<file path="src/rtl/bcd_scan_counter.sv">
// bcd_scan_counter: DIGITS-wide BCD up/down counter with time-multiplexed active-low 7-segment drive.
// Define LEADING_ZERO_BLANK_EN to blank leading zero digits (digit 0 always shown).
module bcd_scan_counter #(
  parameter int DIGITS = 4,
  parameter int COUNT_DIV_W = 24,
  parameter int SCAN_DIV_W = 12
) (
  input  logic                  CLK,
  input  logic                  RESET,
  input  logic [4*DIGITS-1:0]   DIP,
  input  logic                  UP_DOWN,
  input  logic                  LOAD,
  input  logic                  PAUSE,
  output logic [7:0]            SEGMENT,
  output logic [DIGITS-1:0]     ENABLE,
  output logic                  WRAP
);
  localparam int IW = $clog2(DIGITS);
  logic [COUNT_DIV_W-1:0] cdiv;
  logic [SCAN_DIV_W-1:0]  sdiv;
  logic [4*DIGITS-1:0]    cnt, pre, nxt;
  logic [DIGITS:0]        cy;
  logic [3:0]             dig [DIGITS];
  logic [IW-1:0]          idx, idx_nxt;
  logic [3:0]             cur;
  logic                   blank;
  logic                   count_tick, scan_tick;
  assign count_tick = &cdiv;
  assign scan_tick  = &sdiv;
  assign cy[0] = 1'b1;
  // cy[DIGITS] set means every digit is at its terminal value for the current direction
  for (genvar i = 0; i < DIGITS; i++) begin : g_digit
    assign dig[i] = cnt[4*i +: 4];
    assign pre[4*i +: 4] = DIP[4*i +: 4] > 4'd9 ? 4'd0 : DIP[4*i +: 4];
    assign nxt[4*i +: 4] = !cy[i] ? dig[i] :
                           UP_DOWN ? (dig[i] == 4'd9 ? 4'd0 : dig[i] + 4'd1) :
                                     (dig[i] == 4'd0 ? 4'd9 : dig[i] - 4'd1);
    assign cy[i+1] = cy[i] & (UP_DOWN ? dig[i] == 4'd9 : dig[i] == 4'd0);
  end
`ifdef LEADING_ZERO_BLANK_EN
  logic [DIGITS-1:0] lz;
  for (genvar i = 0; i < DIGITS; i++) begin : g_lz
    assign lz[i] = (i != 0) && (cnt[4*DIGITS-1:4*i] == '0);
  end
  assign blank = lz[idx];
`else
  assign blank = 1'b0;
`endif
  assign idx_nxt = idx == IW'(DIGITS - 1) ? '0 : idx + IW'(1);
  assign cur = dig[idx];
  always_comb begin
    case (cur)
      4'd0: SEGMENT = 8'hC0;
      4'd1: SEGMENT = 8'hF9;
      4'd2: SEGMENT = 8'hA4;
      4'd3: SEGMENT = 8'hB0;
      4'd4: SEGMENT = 8'h99;
      4'd5: SEGMENT = 8'h92;
      4'd6: SEGMENT = 8'h82;
      4'd7: SEGMENT = 8'hF8;
      4'd8: SEGMENT = 8'h80;
      4'd9: SEGMENT = 8'h90;
      default: SEGMENT = 8'hFF;
    endcase
    if (blank) SEGMENT = 8'hFF;
  end
  always_ff @(posedge CLK) begin
    if (!RESET) begin
      cdiv   <= '0;
      sdiv   <= '0;
      cnt    <= pre;
      idx    <= '0;
      ENABLE <= ~DIGITS'(1);
      WRAP   <= 1'b0;
    end else begin
      sdiv <= sdiv + SCAN_DIV_W'(1);
      if (scan_tick) begin
        idx    <= idx_nxt;
        ENABLE <= ~(DIGITS'(1) << idx_nxt);
      end
      cdiv <= LOAD ? '0 : cdiv + COUNT_DIV_W'(1);
      WRAP <= !LOAD && !PAUSE && count_tick && cy[DIGITS];
      if (LOAD) cnt <= pre;
      else if (!PAUSE && count_tick) cnt <= cy[DIGITS] ? pre : nxt;
    end
  end
endmodule

</file>
<file path="config.mk">
export PLATFORM = sky130hd
export DESIGN_NAME = bcd_scan_counter
export DESIGN_NICKNAME = d
export VERILOG_FILES = /design/src/rtl/bcd_scan_counter.sv
export SDC_FILE = /design/constraint.sdc
export NUM_CORES = 1
export LEC_CHECK = 0
export ABC_CLOCK_PERIOD_IN_PS = 2500
export BUFFER_PORTS_ARGS = -buffer_cell sky130_fd_sc_hd__buf_2
export CAP_MARGIN = 20
export CORE_MARGIN = 2
export CORE_UTILIZATION = 55
export DETAILED_ROUTE_END_ITERATION = 10
export GPL_TIMING_DRIVEN = 0
export PLACE_DENSITY = 0.75
export SYNTH_ARGS = -nofsm -noshare
export SYNTH_HDL_FRONTEND = slang
export SYNTH_SLANG_ARGS = --single-unit
</file>
<file path="constraint.sdc">
create_clock -name CLK -period 2.5 [get_ports CLK]
set_input_delay 0.25 -clock CLK [delete_from_list [all_inputs] [get_ports CLK]]
set_output_delay 0.25 -clock CLK [all_outputs]
set_load 0.02 [all_outputs]
</file>
==> results.sh <==
export IMPL_min_period_over_period=0.981
export IMPL_diodes=0
export IMPL_wl_per_cell_um=13.9
export IMPL_synth_cells=445
export IMPL_mostFrequentLayoutCell="dfxtp_1"
export IMPL_port_buffers=32
export IMPL_worstSetupEndpointType="primary output"
export IMPL_yosysWarnings=0
export IMPL_fillers=605
export IMPL_min_path_type="input pin to flip-flop"
export IMPL_hold_worst_slack_ns=0.254
export IMPL_grt_usage=0.220
export IMPL_ys_seq_area_frac=0.353
export IMPL_status="completed"
export IMPL_ant_nets=0
export IMPL_syn_to_final_growth_pct=15.1
export IMPL_post_dp_hpwl_um=5610
export IMPL_skew_ns=0.0105
export IMPL_die_y_um=87.1
export IMPL_routabilityCongestion=0.846
export IMPL_ys_seq_elements=59
export IMPL_start_util=0.565
export IMPL_p_per_area_mw_per_mm2=580
export IMPL_startpoint="cnt[15]"
export IMPL_core_sq_mm=0.00672
export IMPL_finalInstanceArea_sq_mm=0.00437
export IMPL_gr_total_overflow=0
export IMPL_synth_largest_area_cell="dfxtp_1"
export IMPL_wl_um=7990
export IMPL_ctsHtreeMaxLevel=3
export IMPL_synth_cell_types=50
export IMPL_grt_pass1_wl_um=13100
export IMPL_yosysTopAreaCellShare=0.227
export IMPL_syn_avg_cell_area_sq_um=8.53
export IMPL_max_freq_mhz=408
export IMPL_holdCritStartpoint="DIP[8]"
export IMPL_clock_sinks=59
export IMPL_syn_num_nets=477
export IMPL_placed_cell_area_sq_mm=0.00406
export IMPL_p_leak_nw=1.73
export IMPL_finalCriticalPeriod_ns=2.45
export IMPL_multi_input_area_sq_mm=0.00222
export IMPL_final_cell_mix="42 x dfxtp_1, 36 x nand2_1, 35 x nor2_1, 34 x buf_2, 22 x xnor2_1"
export IMPL_worst_pin_slew_ns=0.747
export IMPL_grt_setup_unrepaired="true"
export IMPL_cp_max_fo=10
export IMPL_cts_path_max_buffers=2
export IMPL_die_w_um=87.1
export IMPL_drtIter0Drc=213
export IMPL_dieArea_sq_mm=0.00758
export IMPL_routed_via_count=3304
export IMPL_final_seq_area_sq_mm=0.00134
export IMPL_async_flop_share=0
export IMPL_setup_viol=0
export IMPL_cp_arrival_ns=2.20
export IMPL_clk_latency_ns=0.35
export IMPL_cts_made_buffers=9
export IMPL_ir_worst_vdd_mv=0.330
export IMPL_root_buffer="clkbuf_8"
export IMPL_vias_per_cell=5.73
export IMPL_first_global_vias=2928
export IMPL_antenna_found_initial=0
export IMPL_finalNetCount=525
export IMPL_synth_area_leaders="dfxtp_1 23%, edfxtp_1 13%, xnor2_1 5.1%, mux2i_1 4.5%, ha_1 3.6%"
export IMPL_crit_path_start_kind="flip-flop"
export IMPL_cts_hold_buffers_added=0
export IMPL_drv_slew=0
export IMPL_grt_start_max_net_pins=12
export IMPL_hold_viol=0
export IMPL_ys_flop_type="dfxtp_1"
export IMPL_required_ns=2.25
export IMPL_relSlewSlack=0.497
export IMPL_num_io_pins=34
export IMPL_crit_type="flip-flop to primary output"
export IMPL_clk_pin_slew_ns=0.06
export IMPL_cts_tree="yes"
export IMPL_fin_util=0.650
export IMPL_rr_startpoint="cdiv[0]"
export IMPL_drv_cap=0
export IMPL_firstDrtPassIters=5
export IMPL_synth_edf_count=16
export IMPL_drive_above_1_share=0.177
export IMPL_rows=30
export IMPL_synth_area_sq_mm=0.00379
export IMPL_drcViolationCount=0
[cells in the mapped netlist (4+ instances only)]
master / n
nor2_1: 36
xor2_1: 4
a21oi_1: 23
nor4_1: 9
or3_1: 7
o31ai_1: 7
nand3b_1: 4
a21boi_0: 4
nor3_1: 8
nor2b_1: 5
nand4b_1: 4
nand2b_1: 14
or4_1: 7
xnor2_1: 22
nand2_1: 36
a22o_1: 4
and3_1: 11
and4_1: 5
o21ai_0: 21
dfxtp_1: 43
inv_1: 21
clkbuf_1: 24
a221oi_1: 8
and2_1: 15
mux4_2: 4
nand3_1: 10
nand4_1: 7
buf_2: 7
mux2i_1: 17
ha_1: 11
edfxtp_1: 16
[flip-flops by register name, indices dropped and copies added, names as in the netlist]
| name | count |
|---|---|
| idx | 2 |
| sdiv | 12 |
| ENABLE | 4 |
| WRAP | 1 |
| cnt | 16 |
| cdiv | 24 |
[worst max-delay path, cell delays in order, from the launching register on]
cell and delay [ns]:
edfxtp_1 0.35, buf_2 0.18, mux4_2 0.51, buf_4 0.18
or2_2 0.28, a21oi_2 0.14, nor2_1 0.06, buf_4 0.15
[area by class of cell]
| class | instances | area share |
|---|---|---|
| clock inverter | 1 | 0.00172 |
| buffer | 35 | 0.0387 |
| timing repair buffer | 39 | 0.0510 |
| clock buffer | 14 | 0.0518 |
| inverter | 21 | 0.0180 |
| tap | 80 | 0.0229 |
| sequential | 59 | 0.307 |
| multi-input combinational | 328 | 0.508 |
[timing repair]
action,4_1_cts,5_1_grt
resized for setup,6,10
endpoints found under the setup margin,6,10
hold endpoints to repair,0,0
pin swaps,0,1
setup buffers,2,5
[logic make-up (layout without fill, tap and decap cells)]
group | Yosys count | after routing | share of synthesized area
simple gates | 189 | 189 | 0.279
compound gates | 80 | 80 | 0.137
flops | 59 | 59 | 0.353
buf+inv | 58 | 110 | 0.0646
xor+xnor | 26 | 26 | 0.0600
mux | 21 | 21 | 0.0686
fa+ha+maj | 11 | 11 | 0.0363
other cells | 1 | 1 | 0.000988
[metrics by stage]
| stage | cells | TNS [ns] | total power (W) | setup WS (ns) |
|---|---|---|---|---|
| after floorplan | 445 | 0 | 0.00142 | 0.395 |
| final | 577 | 0 | 0.00254 | 0.0467 |
| after global routing | 577 | -0.180 | 0.00266 | -0.0575 |
| after CTS | 572 | 0 | 0.00251 | 0.0228 |
| after detailed placement | 557 | 0 | 0.00154 | 0.190 |
| after global placement | 557 | 0 | 0.00153 | 0.212 |
[per-layer routing]
metal | global-route usage | vias to the layer above | routed length, um
met1 | 0.262 | 1549 | 3550
met4 | 0.0895 | 0 | 146
met3 | 0.0607 | 14 | 333
met2 | 0.373 | 72 | 3970
li1 | - | 1669 | -
met5 | 0 | - | 0
[power by group]
| group | switching (W) | internal [W] |
|---|---|---|
| clock | 0.000385 | 0.000590 |
| combinational | 0.000296 | 0.000215 |
| sequential | 0.0000252 | 0.00102 |
| total | 0.000706 | 0.00183 |
[final timing paths]
| kind | endpoint | slack, ns | cells after the start |
|---|---|---|---|
| setup reg to reg | cnt[7] | 0.21 | 5 |
| hold reg to reg | sdiv[0] | 0.44 | 1 |
| setup / recovery | SEGMENT[0] | 0.05 | 7 |
| hold / removal | cnt[8] | 0.25 | 3 |
Note: power is estimated with default switching activity, not from simulation.
